## src/rtl/cini_unmask_vote.sv

```systemverilog
// Unmasking and voting stage at the boundary of the CINI-protected datapath.
// Takes three redundant copies of 2-share masked data, recombines each copy
// and majority-votes the copies. Any disagreement among the copies is flagged
// as a fault, counted, and can drive the block into a lockdown state that
// zeroes the unmasked output.
//
// Pipeline: A (share capture) -> B (per-copy recombine) -> C (vote/outputs)
//
// state  | meaning
// -------+-----------------------------------------------------------------
// RUN    | normal operation, voted data passes through
// LOCKED | a fault was seen with suppression enabled; output forced to zero
module cini_unmask_vote #(
    parameter int D                 = 1,
    parameter bit SUPPRESS_ON_FAULT = 1'b1,
    parameter int CNT_W             = 8
) (
    input  logic               clk,
    input  logic               reset,
    input  logic [3*D-1:0]     port_in_0,
    input  logic [3*D-1:0]     port_in_1,
    input  logic               port_in_valid,
    output logic [D-1:0]       port_out,
    output logic               port_out_valid,
    output logic               port_mismatch,
    output logic               port_alarm,
    output logic               port_locked,
    output logic [CNT_W-1:0]   port_fault_cnt
);

    typedef enum logic {
        RUN    = 1'b0,
        LOCKED = 1'b1
    } state_t;

    state_t state, state_nxt;

    logic [3*D-1:0]   share0_a, share1_a;
    logic             valid_a;
    logic [3*D-1:0]   x_b;
    logic             valid_b;

    logic [D-1:0]     x0, x1, x2;
    logic [D-1:0]     vote;
    logic             beat_fault;

    logic [D-1:0]     out_nxt;
    logic             mismatch_nxt;
    logic             alarm_nxt;
    logic [CNT_W-1:0] cnt_nxt;

    // Stage A: capture both shares untouched so no recombined value exists
    // combinationally ahead of the first register.
    always_ff @(posedge clk or posedge reset) begin
        if (reset) begin
            share0_a <= '0;
            share1_a <= '0;
            valid_a  <= 1'b0;
        end else begin
            valid_a <= port_in_valid;
            if (port_in_valid) begin
                share0_a <= port_in_0;
                share1_a <= port_in_1;
            end
        end
    end

    // Stage B: recombine the two shares of every copy.
    always_ff @(posedge clk or posedge reset) begin
        if (reset) begin
            x_b     <= '0;
            valid_b <= 1'b0;
        end else begin
            valid_b <= valid_a;
            if (valid_a) begin
                x_b <= share0_a ^ share1_a;
            end
        end
    end

    assign x0 = x_b[0*D +: D];
    assign x1 = x_b[1*D +: D];
    assign x2 = x_b[2*D +: D];

    assign vote       = (x0 & x1) | (x0 & x2) | (x1 & x2);
    assign beat_fault = |((x0 ^ x1) | (x0 ^ x2));

    // Next-state and Stage C output values; registered values hold on bubbles.
    always_comb begin
        state_nxt    = state;
        out_nxt      = port_out;
        mismatch_nxt = port_mismatch;
        alarm_nxt    = port_alarm;
        cnt_nxt      = port_fault_cnt;
        if (valid_b) begin
            mismatch_nxt = beat_fault;
            out_nxt      = vote;
            // The faulty beat itself is already suppressed, not only later ones.
            if (SUPPRESS_ON_FAULT && (beat_fault || state == LOCKED)) begin
                out_nxt = '0;
            end
            if (beat_fault) begin
                alarm_nxt = 1'b1;
                if (port_fault_cnt != {CNT_W{1'b1}}) begin
                    cnt_nxt = port_fault_cnt + CNT_W'(1);
                end
                if (SUPPRESS_ON_FAULT) begin
                    state_nxt = LOCKED;
                end
            end
        end
    end

    // Stage C registers and FSM state.
    always_ff @(posedge clk or posedge reset) begin
        if (reset) begin
            state          <= RUN;
            port_out       <= '0;
            port_out_valid <= 1'b0;
            port_mismatch  <= 1'b0;
            port_alarm     <= 1'b0;
            port_fault_cnt <= '0;
        end else begin
            state          <= state_nxt;
            port_out       <= out_nxt;
            port_out_valid <= valid_b;
            port_mismatch  <= mismatch_nxt;
            port_alarm     <= alarm_nxt;
            port_fault_cnt <= cnt_nxt;
        end
    end

    assign port_locked = (state == LOCKED);

endmodule

```

## config.mk

```make
export PLATFORM = sky130hd
export DESIGN_NAME = cini_unmask_vote
export DESIGN_NICKNAME = d
export VERILOG_FILES = /design/src/rtl/cini_unmask_vote.sv
export SDC_FILE = /design/constraint.sdc
export NUM_CORES = 1
export LEC_CHECK = 0
export CAP_MARGIN = 15
export CORE_MARGIN = 5
export CORE_UTILIZATION = 52
export DETAILED_ROUTE_END_ITERATION = 16
export HOLD_SLACK_MARGIN = 0.08
export PLACE_DENSITY = 0.83
export SLEW_MARGIN = 20
export SYNTH_ARGS = -nofsm -noshare
export SYNTH_HDL_FRONTEND = slang
export SYNTH_SLANG_ARGS = --single-unit
export TNS_END_PERCENT = 50
```

## constraint.sdc

```tcl
create_clock -name clk -period 4.17 [get_ports clk]
set_clock_uncertainty 0.15 [all_clocks]
set_input_delay 0.834 -clock clk [delete_from_list [all_inputs] [get_ports clk]]
set_output_delay 0.834 -clock clk [all_outputs]
set_load 0.02 [all_outputs]
```

==> results.toml, run 1 <==
[outcome]
status = "finished, final reports clean"

[clock_tree]
clkLatencyLatePin_ns = 0.30
cts_buffers = 3
ctsHoldBuffers = 0
cts-resized-gates = 0
clockBufferDepth = 2
htree_levels = 1
post_cts_buffers = 0
root_buffer = "clkbuf_4"
clock-sinks = 23
cts_tree = "built"
cts.clk_slew.worst_paths_ns = 0.11

[place]
post-place-cells = 121
portBuffers = 21
place_congestion = 0.761

[synth]
yosysWarningCount = 0
yosysTopAreaCell = "dfrtp_1"
syn_nets = 89
synthTopCellsByArea = "dfrtp_1 (57%), mux2_2 (7.9%), xnor2_1 (5.2%)"
synth_area_sq_um = 1000
ys_ff_latch = 23
synth_cell_types = 28
synth_seq_area_share = 0.574
postSynthAreaPerCell_sq_um = 13.0
netlist_instances = 77
netlist.area_leader.share = 0.574

[timing]
finalSetupViolCount = 0
period_share = 0.575
tns_ns = 0
finalHoldViolCount = 0
fin_crit_ns = 2.40
rsz0062_at_grt = "false"
clock.fmax_mhz = 417
max-slew-margin-rel = 0.443
timing.final.max_slew_violations = 0
worst_pin_slew_ns = 0.835

[detailed_routing]
avgRoutedWirePerCell_microns = 13.4
via_per_inst = 4.96
antenna_left = 0
drc = 0
firstDrtPassIters = 2
vias = 620
first_iter_violations = 5
routed_wl_microns = 1670

[setup_path]
critPathTopFamily = "buffers and inverters"
crit_fanout = 5
path_class = "flip-flop to output port"
crit_arrival_ns = 1.42
slowest_delay_ns = 0.65
crit_path_top_delay_cell = "clkdlybuf4s50_1"
cp_num_buf_inv = 1
crit_chain = "clkdlybuf4s50_1"
crit_path_end_kind = "output port"
startpoint_type = "flip-flop"
cp.required_ns = 3.19

[floorplan]
dieWidth_microns = 53.9
die_area_sq_um = 2910
die_h_microns = 53.9
row_count = 15
coreArea_sq_um = 1780
start_util = 0.563
io_pins = 22

[global_routing]
grt_max_degree = 24
grt_pass1_wl_microns = 2970
grt_usage = 0.146
overflow = 0
grt_pass1_vias = 649
antenna_found_initial = 0

[power]
power_mw = 0.655
leakage_nw = 0.515
ir_worst_vdd_v = 0.000356
power_density_nw_per_um2 = 520

[layout]
drive_above_1_share = 0.180
nNetsFinal = 113
layout_commonest_cell = "dfrtp_1"
final_cell_mix = "dfrtp_1 (23), clkdlybuf4s50_1 (21), mux2_2 (7)"
diodes = 0
final_util = 0.707
finalNonFillerCells = 125
syn2layout_area_growth_pct = 25.6

[run]
cap_violations = 0

[min_path]
hold_class = "flip-flop to flip-flop"
-- layout make-up --
type	count	area (sq um)
Timing Repair Buffer	21	210
Sequential cell	23	576
Inverter	2	7.51
Clock buffer	4	26.3
Multi-Input combinational cell	50	409
Tap cell	25	31.3
Fill cell	134	523
-- flip-flops by register name, indices dropped and copies added (netlist names) --
| signal | cells |
|---|---|
| share0_a | 3 |
| valid_b | 1 |
| share1_a | 3 |
| port_out_valid | 1 |
| port_locked | 1 |
| port_fault_cnt | 8 |
| port_mismatch | 1 |
| port_out | 1 |
| valid_a | 1 |
| x_b | 3 |
-- stage by stage --
step	setup WS [ns]	area (sq um)	hold slack (ns)
6_report	1.77	1260	0.312
5_1_grt	1.71	1260	0.350
4_1_cts	1.76	1260	0.309
3_5_place_dp	2.05	1230	0.282
3_3_place_gp	2.08	1230	0.283
2_1_floorplan	2.46	1000	0.264
-- synthesized netlist by cell type, drive strengths merged --
library cell,number
nor2,5
xnor2,6
a21oi,6
o21ai,4
dfrtp,23
a31oi,1
nand4,1
clkbuf,1
a211oi,1
nand2,4
ha,3
nor3,1
nand2b,1
inv,2
nor2b,1
and3,1
o21a,1
mux2,10
nor4,1
buf,1
nand3,2
o21bai,1
-- per-layer routing --
metal	part of all wire	track usage	up-vias
met3	0.053	0.0360	2
met1	0.42	0.177	291
li1	-	-	313
met4	0.0084	0.0638	0
met2	0.52	0.244	14
met5	0	0	-
-- power breakdown --
part	total (mW)	internal (mW)	switching, mW
sequential	0.319	0.267	0.0517
combinational	0.239	0.123	0.116
clock	0.0970	0.0372	0.0598
-- cell families after synthesis --
kind of cell / count (synthesis) / share of synthesized area
AO/OA/AOI/OAI: 14 / 0.0910
XOR/XNOR: 6 / 0.0524
adder cells (fa/ha/maj): 3 / 0.0374
buffers and inverters: 4 / 0.0187
flip-flops: 23 / 0.574
multiplexers: 10 / 0.116
AND/OR/NAND/NOR: 17 / 0.111
-- final timing paths --
path / start / end / slack [ns] / depth (start not counted)
min in group asynchronous: reset / share1_a[2] / 0.84 / 2
max in group asynchronous: reset / port_out / 2.52 / 2
min: valid_b / port_out_valid / 0.31 / 0
max: port_fault_cnt[7] / port_fault_cnt[7] / 1.77 / 1
max reg2reg: x_b[0] / port_fault_cnt[7] / 2.35 / 5
min reg2reg: valid_b / port_out_valid / 0.31 / 0
Note: power is estimated with default switching activity, not from simulation.
==> run 2, diff against run 1 <==
--- a/config.mk
+++ b/config.mk
@@ -7,10 +7,10 @@
 export LEC_CHECK = 0
 export CAP_MARGIN = 15
 export CORE_MARGIN = 5
-export CORE_UTILIZATION = 52
+export CORE_UTILIZATION = 44
 export DETAILED_ROUTE_END_ITERATION = 16
 export HOLD_SLACK_MARGIN = 0.08
-export PLACE_DENSITY = 0.83
+export PLACE_DENSITY = 0.75
 export SLEW_MARGIN = 20
 export SYNTH_ARGS = -nofsm -noshare
 export SYNTH_HDL_FRONTEND = slang
==> constraint.sdc (replaced) <==
create_clock -name clk -period 2.16 [get_ports clk]
set_clock_uncertainty 0.15 [all_clocks]
set_input_delay 0.432 -clock clk [delete_from_list [all_inputs] [get_ports clk]]
set_output_delay 0.432 -clock clk [all_outputs]
set_load 0.02 [all_outputs]
==> run 2 against run 1 <==
Net effect:
- worst hold slack got worse by 0.030 ns
- worst setup slack got worse by 1.6 ns
- global-route usage decreased by 3.7 points
- count of clock-buffer cells in the layout decreased by 1
- clock power increased by 100%
- sequential share of layout area decreased by 0.45 points
- die area increased by 15%
- non-clock buffer count increased by 1
- largest power group unchanged
- first-iteration DRC count decreased by 20%
- via count increased by 5.2%
- sequential power increased by 92%
==> results.toml, run 2 (same netlist as run 1, synthesis figures left out) <==
[setup_path]
crit_end = "port_fault_cnt[3]"
reg2reg_depth = 5
rrSetupSlack_ns = 0.35
critPathLaunch = "port_fault_cnt[3]"
r2r-end = "port_fault_cnt[7]"
critPathTopFamily = "buffers and inverters"
startpoint_type = "flip-flop"
crit_path_end_kind = "output port"
cp.required_ns = 1.58
crit_chain = "clkdlybuf4s50_1"
slowest_delay_ns = 0.64
crit_path_top_delay_cell = "clkdlybuf4s50_1"
worst-path-stages = 1
r2r-start = "x_b[0]"
cp_num_buf_inv = 1
path_class = "flip-flop to output port"
crit_fanout = 5
crit_arrival_ns = 1.42

[global_routing]
grt.busiest_layer = "met2"
antenna_found_initial = 0
use_met2 = 0.190
grt_usage = 0.109
overflow = 0
grt_pass1_wl_microns = 2830
grt_max_degree = 24
gr-usage-met1 = 0.124
grt_pass1_vias = 672
grt_use_met3 = 0.0223

[floorplan]
row_count = 17
start_util = 0.458
coreArea_sq_um = 2190
die_h_microns = 57.8
io_pins = 22
die_area_sq_um = 3340
dieWidth_microns = 57.8

[layout]
syn2layout_area_growth_pct = 26.8
drive_above_1_share = 0.198
final_cell_mix = "dfrtp_1 (23), clkdlybuf4s50_1 (21), mux2_2 (7)"
nNetsFinal = 114
diodes = 0
largest_reg_flops = 8
layout_commonest_cell = "dfrtp_1"
largest_register = "port_fault_cnt"

[detailed_routing]
drc = 0
first_iter_violations = 4
via_per_inst = 5.05
vias = 652
routed_wl_microns = 1540
avgRoutedWirePerCell_microns = 11.9
firstDrtPassIters = 4
antenna_left = 0

[clock_tree]
cts-resized-gates = 0
clock-sinks = 23
cts_tree = "built"
cts_buffers = 3
cts.clk_slew.worst_paths_ns = 0.12
ctsHoldBuffers = 0
root_buffer = "clkbuf_4"
clkLatencyLatePin_ns = 0.31
clockBufferDepth = 2
htree_levels = 1
post_cts_buffers = 0

[timing]
finalHoldViolCount = 0
max-slew-margin-rel = 0.799
rsz0062_at_grt = "false"
worst_pin_slew_ns = 0.301
timing.hold.ws_ns = 0.282
finalSetupViolCount = 0
tns_ns = 0
timing.final.max_slew_violations = 0
clock.fmax_mhz = 500
period_share = 0.926
fin_crit_ns = 2.00

[place]
portBuffers = 21
place_congestion = 0.745
hpwl_microns = 1210

[power]
ir_worst_vdd_v = 0.000604
power_density_nw_per_um2 = 990
leakage_nw = 0.523

[run]
cap_violations = 0

[min_path]
hold_class = "input port to asynchronous set/reset pin"

[outcome]
status = "finished, final reports clean"
[run 2: power breakdown]
part / internal (mW) / switching [mW] / leakage, nW / total (mW)
Sequential: 0.516 / 0.0960 / 0.273 / 0.612
Clock: 0.0692 / 0.126 / 0.0177 / 0.196
Combinational: 0.237 / 0.214 / 0.232 / 0.452
[run 2: how the worst min path moves through the flow]
stage,start,end,slack (ns)
global route,reset,port_fault_cnt[3],0.32
global placement,valid_b,port_out_valid,0.30
finish,reset,port_fault_cnt[4],0.28
detailed placement,valid_b,port_out_valid,0.30
CTS,reset,share0_a[2],0.28
floorplan,valid_b,port_out_valid,0.26
[run 2: metal layers]
metal,routed length [microns],share of wire,vias to the layer above
li1,-,-,318
met1,673,0.44,314
met2,774,0.50,18
met3,73,0.047,2
met4,17,0.011,0
met5,0,0,-
[run 2: cell type report]
cell class	instances	area, sq um
fillers	178	918
flip-flops and latches	23	576
multi-input cells	50	409
repair buffers	22	218
well taps	28	35.0
clock buffers	3	22.5
inverters	2	7.51
clock inverters	1	5.00
[run 2: worst register-to-register path, cell delays in order (launching register included)]
cell and delay [ns]:
dfrtp_1 0.43, ha_1 0.33, o21a_2 0.19, nand4_2 0.15, nor3_2 0.14, mux2_1 0.33
[run 2: stage by stage]
step | power, mW | util | cells | setup slack, ns | cell area [sq um]
6_report | 1.26 | 0.581 | 129 | 0.159 | 1270
5_1_grt | 1.35 | 0.581 | 129 | 0.101 | 1270
4_1_cts | 1.28 | 0.581 | 129 | 0.148 | 1270
3_5_place_dp | 1.08 | 0.568 | 125 | 0.369 | 1240
3_3_place_gp | 1.07 | 0.568 | 125 | 0.406 | 1240
2_1_floorplan | 0.891 | - | 77 | 0.446 | 1000
